<file path="src/rtl/uzorak_ucitavac.sv">
// uzorak_ucitavac: collects BROJ_ZNACAJKI feature words into one packed sample for the neuron stage
//   clk, rst             clock, asynchronous active-high reset
//   znacajka*            feature word stream (valid/ready, prva marks feature 0 of a sample)
//   uzorak*              packed sample, feature k at bits [SIRINA*k +: SIRINA], valid/ready handshake
//   greska_okvira        one-cycle pulse when prva arrives mid-sample (partial sample dropped)
//   broj_uzoraka         wrapping count of delivered samples
module uzorak_ucitavac #(
    parameter int BROJ_ZNACAJKI = 60,
    parameter int SIRINA = 16
) (
    input  logic                              clk,
    input  logic                              rst,
    input  logic [SIRINA-1:0]                 znacajka,
    input  logic                              znacajka_valid,
    input  logic                              znacajka_prva,
    output logic                              znacajka_ready,
    output logic [BROJ_ZNACAJKI*SIRINA-1:0]   uzorak,
    output logic                              uzorak_valid,
    input  logic                              uzorak_ready,
    output logic                              greska_okvira,
    output logic [15:0]                       broj_uzoraka
);
    localparam int IW = BROJ_ZNACAJKI > 1 ? $clog2(BROJ_ZNACAJKI) : 1;
    typedef enum logic {PRIJEM, PUN} stanje_t;
    stanje_t stanje, sljedece;
    logic [IW-1:0] indeks, indeks_sl, upis_idx;
    logic prihvat, greska, zadnji;
    always_comb begin
        prihvat = znacajka_valid && znacajka_ready;
        greska = prihvat && znacajka_prva && indeks != '0;
        upis_idx = greska ? '0 : indeks;
        zadnji = prihvat && !greska && indeks == IW'(BROJ_ZNACAJKI - 1);
        sljedece = stanje == PRIJEM ? (zadnji ? PUN : PRIJEM) : (uzorak_ready ? PRIJEM : PUN);
        indeks_sl = !prihvat ? indeks : greska ? IW'(1) : zadnji ? '0 : indeks + IW'(1);
    end
    // ready is its own flop so it stays low while reset is held and rises on the first edge after
    always_ff @(posedge clk or posedge rst) begin
        if (rst) begin
            stanje <= PRIJEM;
            indeks <= '0;
            uzorak <= '0;
            greska_okvira <= 1'b0;
            broj_uzoraka <= '0;
            znacajka_ready <= 1'b0;
        end else begin
            stanje <= sljedece;
            indeks <= indeks_sl;
            if (prihvat)
                uzorak[upis_idx*SIRINA +: SIRINA] <= znacajka;
            greska_okvira <= greska;
            if (stanje == PUN && uzorak_ready)
                broj_uzoraka <= broj_uzoraka + 16'd1;
            znacajka_ready <= sljedece == PRIJEM;
        end
    end
    assign uzorak_valid = stanje == PUN;
endmodule

</file>
<file path="config.mk">
export PLATFORM = sky130hd
export DESIGN_NAME = uzorak_ucitavac
export DESIGN_NICKNAME = d
export VERILOG_FILES = /design/src/rtl/uzorak_ucitavac.sv
export SDC_FILE = /design/constraint.sdc
export NUM_CORES = 2
export LEC_CHECK = 0
export CAP_MARGIN = 0
export CORE_AREA = 2 2 385 387
export DETAILED_ROUTE_END_ITERATION = 8
export DIE_AREA = 0 0 387 389
export GPL_TIMING_DRIVEN = 0
export PLACE_DENSITY_LB_ADDON = 0.2
export SETUP_SLACK_MARGIN = 0.1
export SYNTH_ARGS = -nofsm -noshare
export SYNTH_HDL_FRONTEND = slang
export SYNTH_SLANG_ARGS = --single-unit
</file>
<file path="constraint.sdc">
create_clock -name clk -period 52 [get_ports clk]
set_clock_uncertainty 0.05 [all_clocks]
set_input_delay 10.4 -clock clk [delete_from_list [all_inputs] [get_ports clk]]
set_output_delay 10.4 -clock clk [all_outputs]
set_load 0.02 [all_outputs]
</file>
Word level (Yosys, flattened, before mapping)

Cells that the tools add are included.

Word-level logic and storage cells: 28
Output and inout bits: 979
Input port bits: 21
Flip-flop bits (word level): 985

Reduce and logical (&&, ||, !) cells: 8
Add/subtract/negate cells: 3
Mux-type cells: 7
Bitwise operators: 1
Eq/ne operators: 1
Shift operators: 2

Operator list:

| cell                                                     | count |
|---|---|
| bitwise mux 960 bit                                      | 1 |
| variable shift 16 x 34 -> 960 bit (first input constant) | 1 |
| indexed part select 16 x 34 -> 960 bit                   | 1 |
| negator 10 -> 34 bit                                     | 1 |
| two-way mux 6 bit                                        | 3 |
| adder 16 x 1 -> 16 bit (second input constant)           | 1 |
| adder 6 x 1 -> 6 bit (second input constant)             | 1 |
| == test 6 bit (second input constant)                    | 1 |
| logical AND 1 bit                                        | 6 |
| nonzero test 6 bit                                       | 1 |
| two-way mux 1 bit                                        | 3 |
| zero test 1 bit                                          | 1 |
| NOT 1 bit                                                | 1 |

Depth between registers and ports, before layout

Depth after elaboration: 9
Gate-level depth with buffers: 18

Least setup slack after synthesis

No wires, ideal clock.

Path kind: input to register
From: input znacajka_prva
To: register uzorak[656]
Required time: 51.825 ns
Arrival: 13.928 ns
Stages: 15
Setup slack: 37.897 ns
Library setup time: 0.125 ns
Path through: clkbuf_1 > and3_1 > buf_2 > o21ai_2 > buf_2 > buf_1 > o41ai_1 > ha_1 > or3b_2 > o22ai_2 > nand2_4 > buf_4 > nor4_4 > buf_4 > mux2_2

Longest elaborated chain between the ends: 6
Elaborated cells on any way between the ends: 7

RTL lines:

| what                                                                                        | line | RTL |
|---|---|---|
| start, declared                                                                             | 15   | `input logic znacajka_prva,` |
| logical AND 1 bit (*) (2 in a row)                                                          | 30   | `greska = prihvat && znacajka_prva && indeks != '0;` |
| two-way mux 6 bit (*)                                                                       | 31   | `upis_idx = greska ? '0 : indeks;` |
| negator 10 -> 34 bit (*)                                                                    | 49   | `uzorak[upis_idx*SIRINA +: SIRINA] <= znacajka;` |
| indexed part select 16 x 34 -> 960 bit or variable shift 16 x 34 -> 960 bit (tied branches) | 49   |  |
| bitwise mux 960 bit (*)                                                                     | 49   |  |
| end signal, assigned by index                                                               | 49   |  |
| end, declared                                                                               | 17   | `output logic [BROJ_ZNACAJKI*SIRINA-1:0] uzorak,` |

Every way passes the cells marked *; elsewhere a longest branch is shown, timed or not.
A chain may end at the register's enable or synchronous reset.

Worst setup path in the final report

From: input znacajka_prva
To: register uzorak[838]

The elaborated chain is that of the path after synthesis.

==> results by stage <==
Synth:
- In this run the cell area of the synthesized design comes to 40280 µm².
- The leading register cell type out of synthesis is sky130_fd_sc_hd__dfrtp_1.
- Counting flops with a built-in enable in the synthesized netlist gives 0.
- Of the synthesized area, sequential elements account for 61.19%.
- The area share of the largest cell type after synthesis is 61.19%.
- The number of instances in the synthesized netlist is 2767.
- By count the netlist is led by sky130_fd_sc_hd__dfrtp_1, sky130_fd_sc_hd__mux2_2, sky130_fd_sc_hd__nor2_1, sky130_fd_sc_hd__clkbuf_1, sky130_fd_sc_hd__and2_1.
- Counting flops with an async set or reset pin after synthesis yields a share of 100.0%.
- Averaged over all synthesized cells, the footprint is 14.56 µm².
- The number of nets handed over by synthesis was 2793.
- The Yosys step of the flow raised 0 warnings.
- Ranked by total cell area, the synthesized netlist is headed by sky130_fd_sc_hd__dfrtp_1, sky130_fd_sc_hd__mux2_2, sky130_fd_sc_hd__nor2_1.
- The top cell type by total area after synthesis is sky130_fd_sc_hd__dfrtp_1.
- The most common cell in the netlist is sky130_fd_sc_hd__dfrtp_1.
- The synthesized netlist contains 69 unique library cells.
- Synthesis inferred 985 register bits.

Power and ir drop:
- Across the VDD grid, the largest voltage drop is 0.02386 mV.
- Dividing total power by cell area gives a power density of 38.44 nW/µm².
- The static leakage is 26.55 nW.

Clocking:
- Counting along the longest clock path gives a buffer depth of 3.
- TritonCTS built the clock tree.
- Clock latency on the worst-skew pair, taken at its later pin, is 0.73 ns.
- The tree is rooted in a sky130_fd_sc_hd__clkbuf_16.
- Clock-pin slew was measured on the worst setup and hold paths at 0.06 ns.
- The CTS H-tree depth is 3.
- The count of buffers added by post-CTS timing repair for setup is 0.
- The clock net in this run drives a total of 985 sinks.
- The cts-stage hold buffer count is 0.
- The total of cells resized after clock tree synthesis is 0.
- The CTS buffer count is 115.

Timing:
- The share of the clock period used by the worst path after layout is 29.59%.
- Timing would allow up to 65.00 MHz.
- For the pin with the worst max-slew slack, the measured transition is 1.354 ns.
- Summed over all failing endpoints, the final setup total negative slack is 0 ns.
- The final setup violation count is 0.
- The tightest slew margin relative to the limit is 9.755%.
- The count of pins over their slew limit is 0.
- The final period demand of the worst path is 15.39 ns.
- Setup repair after global routing left no endpoint under its margin.
- The final number of hold-violating endpoints was 0.

Global route:
- The number of global-route vias before repair is 28250.
- Global routing used 26.58% of the available met1 tracks.
- met2 is the most crowded layer.
- The met2 layer usage reported by global route is 36.43%.
- The number of antenna violations at the first check in global routing was 21.
- The global routing usage summed across all routing layers is 21.71%.
- The maximum number of pins on one net before global-route repair is 123.
- In the global route stage, met3 resource usage came out at 6.164%.
- The global route total overflow is 0.
- The first global-routing pass estimated 231.6 mm of wire.

Placement:
- The count of port buffers added during placement is 993.
- The detailed placement HPWL is 126.5 mm.
- The final estimated routing congestion in global placement is 0.8433.

Route:
- The via density per instance is 4.634.
- For this run, the detailed router's first-pass iteration total came to 5.
- The total detailed-routing wirelength is 167.5 mm.
- The post-detailed-route wirelength per cell is 28.18 µm.
- The detail route stage leaves a number of antenna-violating nets equal to 0.
- Across all layers, the routed design uses 27540 vias.
- The number of remaining DRC errors is 0.
- The number of DRC markers after the initial detailed-route iteration is 1301.

Min path:
- The type of the worst min-delay path is register to register.
- The endpoint of the worst hold-timing path is broj_uzoraka[15].
- Counting instances, the worst hold path has a depth of 1.
- The start point of the worst min-delay path is broj_uzoraka[15].

Worst setup path:
- The setup check on the worst reg-to-reg path leaves a slack of 45.61 ns.
- Traced cell by cell, the critical path runs through clkbuf_1 -> and3_1 -> buf_2 -> o21ai_2 -> buf_2 -> buf_1 -> nand2_1 -> ha_1 -> buf_2 -> nor2b_1 -> a211oi_2 -> clkbuf_1 -> nand4_1 -> clkbuf_1 -> nor2_1 -> mux2_2.
- The top fanout value on the critical path is 10.
- For this run, the slowest stage of the critical path takes 0.72 ns.
- The critical path data arrival time is 15.99 ns.
- The endpoint required time on the critical path is 52.61 ns.
- The path depth of the worst reg2reg path is 17.
- The worst register-to-register path begins at indeks[0].
- The worst setup path is captured at a register.
- The category of cells accounting for the largest share of critical-path delay is buffers and inverters.
- The worst reg2reg path endpoint is uzorak[838].
- The type of element launching the critical path is an input pin.
- The critical path is of the input pin to register type.
- The critical path contains buffers and inverters numbering 7 combined.
- For this design, the slowest cell found on the critical path is sky130_fd_sc_hd__clkbuf_1.

Job:
- Across the run, the number of max-cap violations was 0.

Floorplanning:
- 1000 I/O pins were placed.
- For this configuration, the core starts out at a cell density of 27.48%.
- The die area is 150500 µm².
- The floorplan step set the die width to 387 µm.
- The placeable core area is 146600 µm².
- The vertical die dimension is 389 µm.
- In this run the core area contains 141 standard-cell rows.

Layout:
- After the last flow step, the layout net total stands at 3927.
- The number of fill cells in the layout is 14150.
- The fraction of layout cells with a size suffix above 1 is 33.21%.
- The utilization after layout is 38.92%.
- From synthesis to final layout, the design area changed by 41.65%.

Status:
- The flow ran to the end, and the final reports show no timing, DRC or antenna violations.
sequential cells by signal (all words and copies together) (netlist names):
register	cells
uzorak_valid	1
znacajka_ready	1
broj_uzoraka	16
indeks	6
greska_okvira	1
uzorak	960
metrics by stage:
| step | hold slack (ns) | cell area [µm²] | setup slack [ns] | std cells | power (mW) |
|---|---|---|---|---|---|
| floorplan | 0.5322 | 40280 | 13.84 | 2767 | 1.124 |
| global placement | 0.4126 | 52640 | -0.7163 | 5690 | 1.380 |
| detailed placement | 0.4237 | 53130 | 35.72 | 5713 | 1.387 |
| CTS | 0.4369 | 57020 | 36.50 | 5928 | 2.227 |
| global route | 0.4538 | 57030 | 36.19 | 5930 | 2.285 |
| finish | 0.4326 | 57060 | 36.61 | 5943 | 2.193 |
worst register-to-register path, stage by stage, from the launching register on:
cell	delay, ns
sky130_fd_sc_hd__dfrtp_1	0.50
sky130_fd_sc_hd__clkbuf_1	0.33
sky130_fd_sc_hd__inv_1	0.16
sky130_fd_sc_hd__ha_1	0.18
sky130_fd_sc_hd__nand2b_1	0.09
sky130_fd_sc_hd__o21ai_2	0.14
sky130_fd_sc_hd__buf_2	0.26
sky130_fd_sc_hd__buf_1	0.46
sky130_fd_sc_hd__nand2_1	0.11
sky130_fd_sc_hd__ha_1	0.31
sky130_fd_sc_hd__buf_2	0.22
sky130_fd_sc_hd__nor2b_1	0.19
sky130_fd_sc_hd__a211oi_2	0.69
sky130_fd_sc_hd__clkbuf_1	0.72
sky130_fd_sc_hd__nand4_1	0.72
sky130_fd_sc_hd__clkbuf_1	0.63
sky130_fd_sc_hd__nor2_1	0.35
sky130_fd_sc_hd__mux2_2	0.20
routing by layer:
layer | vias up | share of wire [%]
met4 | 2 | 3.7
met2 | 826 | 49
met5 | - | 0.0090
met3 | 227 | 6.8
met1 | 14440 | 41
li1 | 12040 | -
power by group:
group | switching [mW] | leakage, nW | internal [mW]
Combinational | 0.354 | 10.9 | 0.171
Sequential | 0.0262 | 13.7 | 0.815
Clock | 0.343 | 1.92 | 0.485
how the worst max path moves through the flow:
| stage | start | end | cells past startpoint |
|---|---|---|---|
| 5_1_grt | znacajka_prva | uzorak[838] | 16 |
| 3_3_place_gp | rst | broj_uzoraka[6] | 2 |
| 3_5_place_dp | znacajka_prva | uzorak[838] | 16 |
| 2_1_floorplan | rst | broj_uzoraka[0] | 1 |
| 4_1_cts | znacajka_prva | uzorak[838] | 16 |
| 6_report | znacajka_prva | uzorak[838] | 16 |
cells in the final DEF (no fill, tap or decap), drive strengths merged, types with 7 or more instances in the layout:
| cell | n |
|---|---|
| clkdlybuf4s50 | 993 |
| nor2 | 149 |
| dfrtp | 985 |
| clkinv | 33 |
| clkbuf | 258 |
| bufinv | 7 |
| and4 | 7 |
| and3 | 59 |
| xor2 | 7 |
| nand3 | 45 |
| and2 | 87 |
| nor3 | 55 |
| mux2 | 955 |
| or2 | 7 |
| nor4 | 31 |
| nand2 | 39 |
| nor2b | 19 |
| nand4 | 12 |
| o21ai | 35 |
| nand2b | 8 |
| inv | 17 |
| xnor2 | 10 |
| or3 | 11 |
| buf | 123 |
| diode | 14 |
cells by family after synthesis:
logic type	after synthesis	synth area share, %
flops	985	61.19
mux	956	26.91
simple gates	536	7.976
buf+inv	204	2.336
compound gates	64	1.072
xor+xnor	17	0.3696
fa+ha+maj	5	0.1553
layout make-up:
| class | instances | area [µm²] | share of cell area [%] |
|---|---|---|---|
| timing repair buffer | 1017 | 10310 | 18.07 |
| clock inverter | 49 | 526.8 | 0.9231 |
| clock buffer | 166 | 3362 | 5.892 |
| multi-input combinational | 1578 | 14810 | 25.96 |
| antenna | 14 | 35.03 | 0.06139 |
| tap | 1930 | 2415 | 4.232 |
| sequential | 985 | 24650 | 43.19 |
| inverter | 13 | 56.30 | 0.09867 |
| buffer | 191 | 897.1 | 1.572 |
No activity file was read; power rests on OpenSTA's default activity.
